### config.mk
export PLATFORM = sky130hd
export DESIGN_NAME = genie_demux
export DESIGN_NICKNAME = d
export VERILOG_FILES = /design/src/rtl/genie_demux.sv
export SDC_FILE = /design/constraint.sdc
export NUM_CORES = 1
export LEC_CHECK = 0
export CAP_MARGIN = 20
export CORE_ASPECT_RATIO = 1.75
export CORE_UTILIZATION = 42
export CTS_CLUSTER_DIAMETER = 200
export DETAILED_ROUTE_END_ITERATION = 8
export GPL_ROUTABILITY_DRIVEN = 0
export HOLD_SLACK_MARGIN = 0.06
export PLACE_DENSITY = 0.84
export SETUP_SLACK_MARGIN = 0.2
export SKIP_LAST_GASP = 1
export SYNTH_ARGS = -nofsm -noshare
export SYNTH_HDL_FRONTEND = slang
export SYNTH_SLANG_ARGS = --single-unit
### constraint.sdc
create_clock -name clk -period 5.8 [get_ports clk]
set_clock_uncertainty 0.2 [all_clocks]
set_input_delay 1.74 -clock clk [delete_from_list [all_inputs] [get_ports clk]]
set_output_delay 1.74 -clock clk [all_outputs]
set_load 0.02 [all_outputs]
### src/rtl/genie_demux.sv
`default_nettype none
// ============================================================================
// Module      : genie_demux
// Description : Registered packet-aware stream demultiplexer. The selector is
//               captured on each head beat and held for the rest of the packet;
//               packets to nonexistent outputs are sunk and flagged.
//               Optional: GENIE_DEMUX_DROP_COUNT_EN adds o_drop_count.
// Revision    : 1.0 - initial release
// ============================================================================
module genie_demux #(
    parameter int WIDTH = 32,
    parameter int SIZE  = 4,
    parameter int SELW  = 2
) (
    input  logic              clk,
    input  logic              reset_n,
    input  logic [WIDTH-1:0]  i_data,
    input  logic [SELW-1:0]   i_sel,
    input  logic              i_eop,
    input  logic              i_valid,
    output logic              i_ready,
    output logic [WIDTH-1:0]  o_data,
    output logic              o_eop,
    output logic [SIZE-1:0]   o_valid,
    input  logic [SIZE-1:0]   o_ready,
`ifdef GENIE_DEMUX_DROP_COUNT_EN
    output logic [15:0]       o_drop_count,
`endif
    output logic              o_drop
);

    localparam logic [1:0] c_ST_HEAD = 2'd0;
    localparam logic [1:0] c_ST_BODY = 2'd1;
    localparam logic [1:0] c_ST_DROP = 2'd2;

    // One extra bit so SIZE == 2**SELW is representable in the range compare.
    localparam logic [SELW:0] c_SIZE_EXT = (SELW + 1)'(SIZE);

    logic [1:0]       r_state;
    logic [1:0]       w_state_nxt;
    logic             r_full;
    logic [SELW-1:0]  r_dest;
    logic [SELW-1:0]  r_pkt_dest;
    logic [WIDTH-1:0] r_data;
    logic             r_eop;
    logic             r_drop;

    logic             w_dest_ready;
    logic             w_drain;
    logic             w_accept;
    logic             w_sel_ok;
    logic             w_load;
    logic             w_drop_start;
    logic [SELW-1:0]  w_load_dest;

    // Ready of the currently addressed output, bounded to existing outputs.
    always_comb begin
        w_dest_ready = 1'b0;
        for (int i = 0; i < SIZE; i++) begin
            if (r_dest == SELW'(i)) begin
                w_dest_ready = o_ready[i];
            end
        end
    end

    assign w_drain = r_full && w_dest_ready;

    always_comb begin
        if (!reset_n) begin
            i_ready = 1'b0;
        end else if (r_state == c_ST_DROP) begin
            i_ready = 1'b1;
        end else begin
            i_ready = !r_full || w_dest_ready;
        end
    end

    assign w_accept     = i_valid && i_ready;
    assign w_sel_ok     = ({1'b0, i_sel} < c_SIZE_EXT);
    assign w_load       = w_accept && ((r_state == c_ST_BODY) ||
                                       ((r_state == c_ST_HEAD) && w_sel_ok));
    assign w_drop_start = w_accept && (r_state == c_ST_HEAD) && !w_sel_ok;
    assign w_load_dest  = (r_state == c_ST_BODY) ? r_pkt_dest : i_sel;

    always_comb begin
        w_state_nxt = r_state;
        case (r_state)
            c_ST_HEAD: begin
                if (w_accept && !i_eop) begin
                    w_state_nxt = w_sel_ok ? c_ST_BODY : c_ST_DROP;
                end
            end
            c_ST_BODY,
            c_ST_DROP: begin
                if (w_accept && i_eop) begin
                    w_state_nxt = c_ST_HEAD;
                end
            end
            default: w_state_nxt = c_ST_HEAD;
        endcase
    end

    always_ff @(posedge clk or negedge reset_n) begin
        if (!reset_n) begin
            r_state    <= c_ST_HEAD;
            r_pkt_dest <= '0;
            r_drop     <= 1'b0;
        end else begin
            r_state <= w_state_nxt;
            r_drop  <= w_drop_start;
            if (w_accept && (r_state == c_ST_HEAD) && w_sel_ok) begin
                r_pkt_dest <= i_sel;
            end
        end
    end

    // Output stage: a load in the same cycle as a drain replaces the old beat.
    always_ff @(posedge clk or negedge reset_n) begin
        if (!reset_n) begin
            r_full <= 1'b0;
            r_dest <= '0;
            r_data <= '0;
            r_eop  <= 1'b0;
        end else begin
            if (w_load) begin
                r_full <= 1'b1;
                r_dest <= w_load_dest;
                r_data <= i_data;
                r_eop  <= i_eop;
            end else if (w_drain) begin
                r_full <= 1'b0;
            end
        end
    end

    generate
        for (genvar gi = 0; gi < SIZE; gi++) begin : g_valid
            assign o_valid[gi] = r_full && (r_dest == SELW'(gi));
        end
    endgenerate

    assign o_data = r_data;
    assign o_eop  = r_eop;
    assign o_drop = r_drop;

`ifdef GENIE_DEMUX_DROP_COUNT_EN
    logic [15:0] r_drop_count;

    always_ff @(posedge clk or negedge reset_n) begin
        if (!reset_n) begin
            r_drop_count <= 16'h0000;
        end else if (w_drop_start && (r_drop_count != 16'hFFFF)) begin
            r_drop_count <= r_drop_count + 16'h0001;
        end
    end

    assign o_drop_count = r_drop_count;
`endif

endmodule
`default_nettype wire

==> reports/summary.txt <==
Sequential element share of the synthesized area -> 0.611
Drt wl/cell -> 14.8 µm
CP Launch Type -> primary input
CTS tree -> done
Diode count -> 0
Req. time, crit path -> 3860 ps
Max-cap violations -> 0
Die height -> 83.6 µm
Setup WS pre-CTS -> 423 ps
CP max FO -> 3
Final Cycle Share -> 0.924
Via/cell ratio -> 4.85
Tightest Pin Transition -> 501 ps
Min-delay worst type -> flip-flop to flip-flop
Nets -> 226
Post-Syn Instances -> 100
Synthesized area -> 0.00160 mm²
Buf/Inv on CP -> 2
Clock latency on the worst-skew pair -> 280 ps
Final core utilization -> 0.690
Leakage Power -> 1.04 nW
Final worst setup slack -> 443 ps
Finished Layout Cells -> 230
Peak supply drop -> 0.287 mV
Most frequent cells in the layout -> clkdlybuf4s50_1 (78), dfrtp_1 (39), mux2_2 (38)
WP data arrival -> 3420 ps
Crit Path Category -> primary input to primary output
Initial antenna violation count -> 0
Syn Area/Cell -> 16.0 µm²
Peak Freq -> 187 MHz
Ratio of cells with drive above 1 in the final layout -> 0.266
Hold Worst Slack -> 300 ps
Ys async rst share -> 1.00
Hold buffers post-CTS -> 0
Die W -> 48.6 µm
Routed Antenna Nets -> 0
RSZ-0062 raised after global routing -> false
Critical-path top delay cell -> clkdlybuf4s50_1
DR DRC count -> 0
# rows -> 29
Netlist cell types -> 17
FF-to-FF setup slack -> 3650 ps
Area Overhead vs Synth -> 56.6%
Status -> finished, final reports clean
Post-Route WL -> 3400 µm
Worst setup EP type -> primary output
GRT Overall Usage -> 0.189
Via count -> 1116
Htree depth -> 2
Total gr overflow -> 0
Final setup fails -> 0
IO Count -> 81
Post-CTS Setup Bufs -> 0
Cts bufs inserted -> 5
Largest net degree at the start of global routing -> 42
HPWL after DPL -> 2590 µm
Final Hold Fails -> 0
Cells after DPL -> 223
Post-synth EDFFs -> 0
TNS Setup -> 0 ps
P per Cell Area -> 473 mW/mm²
PostCTS Resize Cnt -> 0
Fillcell total -> 277
Max-slew violations -> 0
Core ar. -> 0.00363 mm²
Crit path top cell by count -> clkdlybuf4s50_1
Initial DRC Count -> 5
# clock sinks -> 39
Cell Chain, Critical Path -> clkdlybuf4s50_1 -> mux2i_1 -> a22oi_1 -> and2_1 -> clkdlybuf4s50_1
DR pass1 iterations -> 2
Vias in the first global route -> 1240
CTS Buffer Depth -> 2
Initial Util -> 0.440
Yosys reg bits -> 39
Largest stage delay on the critical path -> 530 ps
Tmin final -> 5360 ps
Commonest non-fill, non-tap cell in the layout -> clkdlybuf4s50_1
Post-synthesis net count -> 142
PortBufs -> 79
CP delay by family, top -> buffers and inverters
Root buffer cell -> clkbuf_8
Synth warnings -> 0
Clock-pin slew on the worst setup and hold paths -> 70 ps
Die area -> 0.00406 mm²
Global-route wire length before repair -> 5800 µm
Most used DFF post-synth -> dfrtp_1
Relative slew margins -> 0.666
==> cell type report <==
class                           count  area [µm²]  share of cell area
Tap cell                           46        57.6              0.0230
Clock inverter                      1        5.00             0.00200
Multi-Input combinational cell     56         577               0.230
Timing Repair Buffer               81         801               0.320
Clock buffer                        6        82.6              0.0330
Inverter                            1        3.75             0.00150
Sequential cell                    39         976               0.390
==> power breakdown <==
group,leakage [nW],switching (mW),internal [mW]
logic,0.532,0.248,0.309
clock network,0.0470,0.0864,0.0932
registers,0.457,0.0648,0.384
total,1.04,0.399,0.786
==> cell usage after synthesis, types with 2 or more instances <==
| master | number | area (µm²) |
|---|---|---|
| and2_1 | 3 | 18.8 |
| mux2_2 | 38 | 428 |
| buf_6 | 3 | 33.8 |
| and2b_1 | 2 | 15.0 |
| dfrtp_1 | 39 | 976 |
| mux2i_1 | 3 | 30.0 |
| nand2_1 | 2 | 7.51 |
==> worst register-to-register path, stage by stage (launching register included) <==
cell and delay, ps:
dfrtp_1 460, mux2i_1 230, a221oi_4 310, buf_4 440
mux2_2 400
==> state kept, by name, summed over array words and instances, names as in the netlist <==
signal      flops
r_full          1
o_eop           1
r_dest          2
r_pkt_dest      2
o_data         32
r_state         1
==> per-stage QoR <==
| step | power, mW | area, µm² |
|---|---|---|
| 2_1_floorplan | 0.741 | 1600 |
| 3_3_place_gp | 0.997 | 2410 |
| 3_5_place_dp | 1.02 | 2410 |
| 4_1_cts | 1.20 | 2500 |
| 5_1_grt | 1.25 | 2500 |
| 6_report | 1.18 | 2500 |
==> path summary, 6_finish.rpt <==
| kind | cells past startpoint | end | startpoint |
|---|---|---|---|
| max | 5 | i_ready | o_ready[3] |
| min | 1 | o_data[14]$_DFFE_PN0P_ | o_data[14]$_DFFE_PN0P_ |
| max reg2reg | 4 | o_data[19]$_DFFE_PN0P_ | r_dest[1]$_DFFE_PN0P_ |
| min reg2reg | 1 | o_data[14]$_DFFE_PN0P_ | o_data[14]$_DFFE_PN0P_ |
| max in group asynchronous | 2 | o_data[6]$_DFFE_PN0P_ | reset_n |
| min in group asynchronous | 2 | o_data[11]$_DFFE_PN0P_ | reset_n |
==> routing by layer <==
metal,up-vias,track usage,share of wire,wire [µm]
li1,518,-,-,-
met5,-,0,0,0
met3,7,0.0510,0.065,221
met1,540,0.205,0.36,1210
met4,0,0.0963,0.022,74
met2,51,0.330,0.56,1890
==> logic make-up after synthesis <==
group                  count (synthesis)  share of synthesized area
AND/OR/NAND/NOR                       10                     0.0384
buffers and inverters                  5                     0.0282
flip-flops                            39                      0.611
multiplexers                          42                      0.294
other                                  1                    0.00235
AO/OA/AOI/OAI                          3                     0.0266
(Power assumes the default switching activity.)
==> edit 1: new RTL, same flow settings <==
The parameter `SIZE` goes from 4 to 2.
--- a/src/rtl/genie_demux.sv
+++ b/src/rtl/genie_demux.sv
@@ -9,7 +9,7 @@
 // ============================================================================
 module genie_demux #(
     parameter int WIDTH = 32,
-    parameter int SIZE  = 4,
+    parameter int SIZE  = 2,
     parameter int SELW  = 2
 ) (
     input  logic              clk,
Interface: changed (resized o_ready and o_valid); port bits go from 81 to 77. The function was not compared with the original's and may differ.
==> edit 1 against the original RTL <==
- sequential cell count up 2
- cell area up 8.2%
- worst setup slack better by 58 ps
- critical endpoint unchanged
- synthesized area up 14%
- power up 23%
- routed wire length up 23%
- sequential power up 14%
- fmax up 1.1%
- critical path depth unchanged
==> edit 1: results <==
synth:
  yosysSeqAreaShare_pct: 56.09
  synth_area_leaders: "dfrtp_1, mux2_4, mux2_2, mux2i_1, ha_1"
  synth_top_cells_by_count: "dfrtp_1, mux2_4, mux2_2, mux2i_1"
  synth.distinct_cells: 26
  synth_ff_type: "dfrtp_1"
  synth_nets: 156
  ys_warn_count: 0
  async_flop_share_pct: 100.0
power:
  p_int_uw: 949.7
  max-vdd-ir-drop_mv: 0.3031
  p_leak_nw: 1.254
critical_path:
  slowest_stage: "clkdlybuf4s50_1"
  r2r_start: "r_state[1]"
  max_stage_delay_ps: 600
  critPathTopFamily: "buffers and inverters"
  r2r_end: "o_data[27]"
  r2r_slack_ps: 3330
  endpoint: "i_ready"
  worstPathMaxFanout: 6
  ff2ff_path_depth: 6
  startpoint: "o_ready[0]"
finish:
  nFillCells: 298
  nets: 237
  diodes: 0
  drive_above_1_share_pct: 23.71
placement:
  port_buffers: 76
  hpwlAfterDp_um: 3124
detailed_routing:
  wl_met2_um: 2379
  met3_length_um: 146
  wl_um: 4190
  vias: 1231
  wl_met1_um: 1567
  drt_first_iter_violations: 23
  firstDrtPassIters: 4
grt:
  grt_max_degree: 46
  grt_pass1_wl_um: 6472
  grt_pass1_vias: 1312
  grtUsageMet2_pct: 35.31
  antenna_found_initial: 0
  grt_usage_pct: 19.67
  use_met1_pct: 21.44
  gr-usage-met3_pct: 4.082
clocking:
  cts-root-buf: "clkbuf_8"
  cts_buffers: 5
  clk_latency_ps: 280
  clk_path_buf_depth: 2
min_path:
  hold_end: "r_pkt_dest[1]"
  holdCritPathClass: "flip-flop to flip-flop"
  min_from: "r_pkt_dest[1]"
outcome:
  status: "finished clean"
timing:
  max_slew_margin_pct: 58.45
  final-hold-violation-count: 0
-- edit 1: cell count changes after synthesis, sizes merged, moves of 2 or more --
| cell | before | now |
|---|---|---|
| o21ai | 0 | 4 |
| ha | 0 | 3 |
| mux2 | 39 | 36 |
| a21oi | 0 | 2 |
| dfrtp | 39 | 41 |
| a221oi | 2 | 0 |
-- edit 1: kinds of logic after synthesis --
logic type	Yosys count	share of synthesized area (%)
flip-flops	41	56.09
multiplexers	40	30.30
AO/OA/AOI/OAI	12	4.926
AND/OR/NAND/NOR	12	4.378
buffers and inverters	5	2.257
adder cells (fa/ha/maj)	3	2.052
-- edit 1: per-stage QoR --
step,cell area (µm²),std cells,total power [mW],hold WS [ps],setup slack (ps)
CTS,2706,243,1.470,303.2,491.0
detailed placement,2620,236,1.280,281.6,499.4
finish,2706,243,1.457,296.8,501.6
global route,2706,243,1.529,316.8,447.6
floorplan,1829,113,0.9359,247.4,1502
global placement,2620,236,1.243,275.1,584.0
-- edit 1: cell type report --
| cell class | instances | area [µm²] | share of cell area [%] |
|---|---|---|---|
| Multi-Input combinational cell | 67 | 762.0 | 28.16 |
| Timing Repair Buffer | 77 | 763.2 | 28.20 |
| Tap cell | 49 | 61.31 | 2.265 |
| Clock buffer | 7 | 86.33 | 3.190 |
| Sequential cell | 41 | 1026 | 37.91 |
| Inverter | 2 | 7.507 | 0.2774 |
-- edit 1: power groups by stage --
stage	Sequential (mW)	Clock, mW	Combinational, mW
final	0.510	0.182	0.765
after global routing	0.527	0.200	0.802
after CTS	0.510	0.189	0.771
after detailed placement	0.514	0	0.766
after global placement	0.500	0	0.743
after floorplan	0.647	0	0.289
==> edit 2: new RTL, config.mk and constraints unchanged <==
Without the edit above. Build with the macro `GENIE_DEMUX_DROP_COUNT_EN` defined.
--- a/src/rtl/genie_demux.sv
+++ b/src/rtl/genie_demux.sv
@@ -7,6 +7,8 @@
 //               Optional: GENIE_DEMUX_DROP_COUNT_EN adds o_drop_count.
 // Revision    : 1.0 - initial release
 // ============================================================================
+`define GENIE_DEMUX_DROP_COUNT_EN
+
 module genie_demux #(
     parameter int WIDTH = 32,
     parameter int SIZE  = 4,
Check against the original RTL (old outputs only; new: o_drop_count): equivalent (Yosys induction, for registers that start in step).
==> edit 2 against the original RTL <==
- via count rose by 3.9%
- count of clock-buffer cells in the layout did not move
- cell area rose by 2.5%
- non-clock buffer count did not move
- routed wire length rose by 6.7%
- sequential cell count did not move
- synthesized area rose by 7.5%
- cell count rose by 7.8%
- sequential power barely moved
- synthesized cell count rose by 16%
- die area rose by 7.3%
- worst setup slack improved by 35 ps
- power rose by 1.0%
==> edit 2: results <==
min_path:
  holdCritPathClass: "flip-flop to flip-flop"
placement:
  port_buffers: 79
  hpwlAfterDp_um: 2810
  place_area_um2: 2477
critical_path:
  r2r_start: "r_dest[1]"
  endpoint: "i_ready"
  crit_arrival_ps: 3380
  ff2ff_path_depth: 4
  r2r_slack_ps: 3640
  startpoint: "o_ready[3]"
  worstPathMaxFanout: 3
  r2r_end: "o_data[16]"
synth:
  synth-xor-area-share_pct: 0
  yosysSeqAreaShare_pct: 56.81
  yosys-mux-area-fraction_pct: 27.31
  synth_fa_ha_area_share_pct: 0
  netlist_instances: 116
  synth.distinct_cells: 17
  ys_warn_count: 0
  synth_area_leaders: "dfrtp_1, mux2_2, buf_4, buf_6, mux2i_1"
  synth_compound_area_share_pct: 2.476
  synth_ff_type: "dfrtp_1"
  async_flop_share_pct: 100.0
  synth_top_cells_by_count: "dfrtp_1, mux2_2, buf_4"
finish:
  stdcell_count: 248
  nFillCells: 307
  drive_above_1_share_pct: 24.50
  final_common_cell: "clkdlybuf4s50_1"
  diodes: 0
  largest_reg_flops: 32
  nets: 242
detailed_routing:
  wl_um: 3627
  firstDrtPassIters: 3
  vias: 1159
  drt_first_iter_violations: 4
clocking:
  postCtsSetupBuffers: 0
  clk_latency_ps: 280
  clk_path_buf_depth: 2
  cts-root-buf: "clkbuf_8"
  path_clk_slew_ps: 70
  cts_buffers: 5
  htreeDepth: 2
  cts_resized: 0
grt:
  grt_max_degree: 42
  grt_pass1_wl_um: 6072
  antenna_found_initial: 0
  grt_usage_pct: 19.25
  grt_pass1_vias: 1312
power:
  p_leak_nw: 1.087
  max-vdd-ir-drop_mv: 0.3584
  power.switching_uw: 410.6
timing:
  timing.hold.ws_ps: 294.4
outcome:
  status: "finished clean"
edit 2: kinds of logic (layout without fill, tap and decap cells):
group,count (synthesis),in the layout
compound gates,3,3
buf+inv,21,89
flops,39,39
mux,42,42
other cells,1,17
simple gates,10,10
edit 2: critical path, stage by stage:
cell             delay (ps)
clkdlybuf4s50_1         400
mux2i_1                 340
a22oi_1                 160
and2_1                  200
clkdlybuf4s50_1         530
edit 2: layout make-up:
class,count,area share (%)
sequential,39,38.05
inverter,1,0.1463
multi-input combinational,72,24.83
tap,48,2.341
clock buffer,6,3.220
clock inverter,1,0.1951
timing repair buffer,81,31.22
edit 2: how the worst min path moves through the flow:
stage,depth (start not counted),to,start
floorplan,1,r_pkt_dest[0],r_pkt_dest[0]
CTS,1,o_data[14],o_data[14]
global placement,1,o_data[14],o_data[14]
finish,1,o_data[14],o_data[14]
global route,1,o_data[7],o_data[7]
detailed placement,1,o_data[14],o_data[14]
edit 2: power groups by stage:
stage | combinational, mW | sequential [mW] | clock (mW)
6_report | 0.569 | 0.450 | 0.177
5_1_grt | 0.604 | 0.467 | 0.197
4_1_cts | 0.576 | 0.452 | 0.184
3_5_place_dp | 0.574 | 0.457 | 0
3_3_place_gp | 0.560 | 0.446 | 0
2_1_floorplan | 0.197 | 0.561 | 0
edit 2: per-layer routing:
layer,global-route usage (%),part of all wire [%]
met1,19.35,33
met2,33.45,54
met3,6.491,8.8
met4,11.62,3.7
met5,0,0
edit 2: metrics by stage:
step                util (%)  worst slack (ps)
detailed placement     63.46             464.2
CTS                    65.71             461.4
finish                 65.71             478.3
global route           65.71             358.6
floorplan                  -              1432
global placement       63.46             538.5
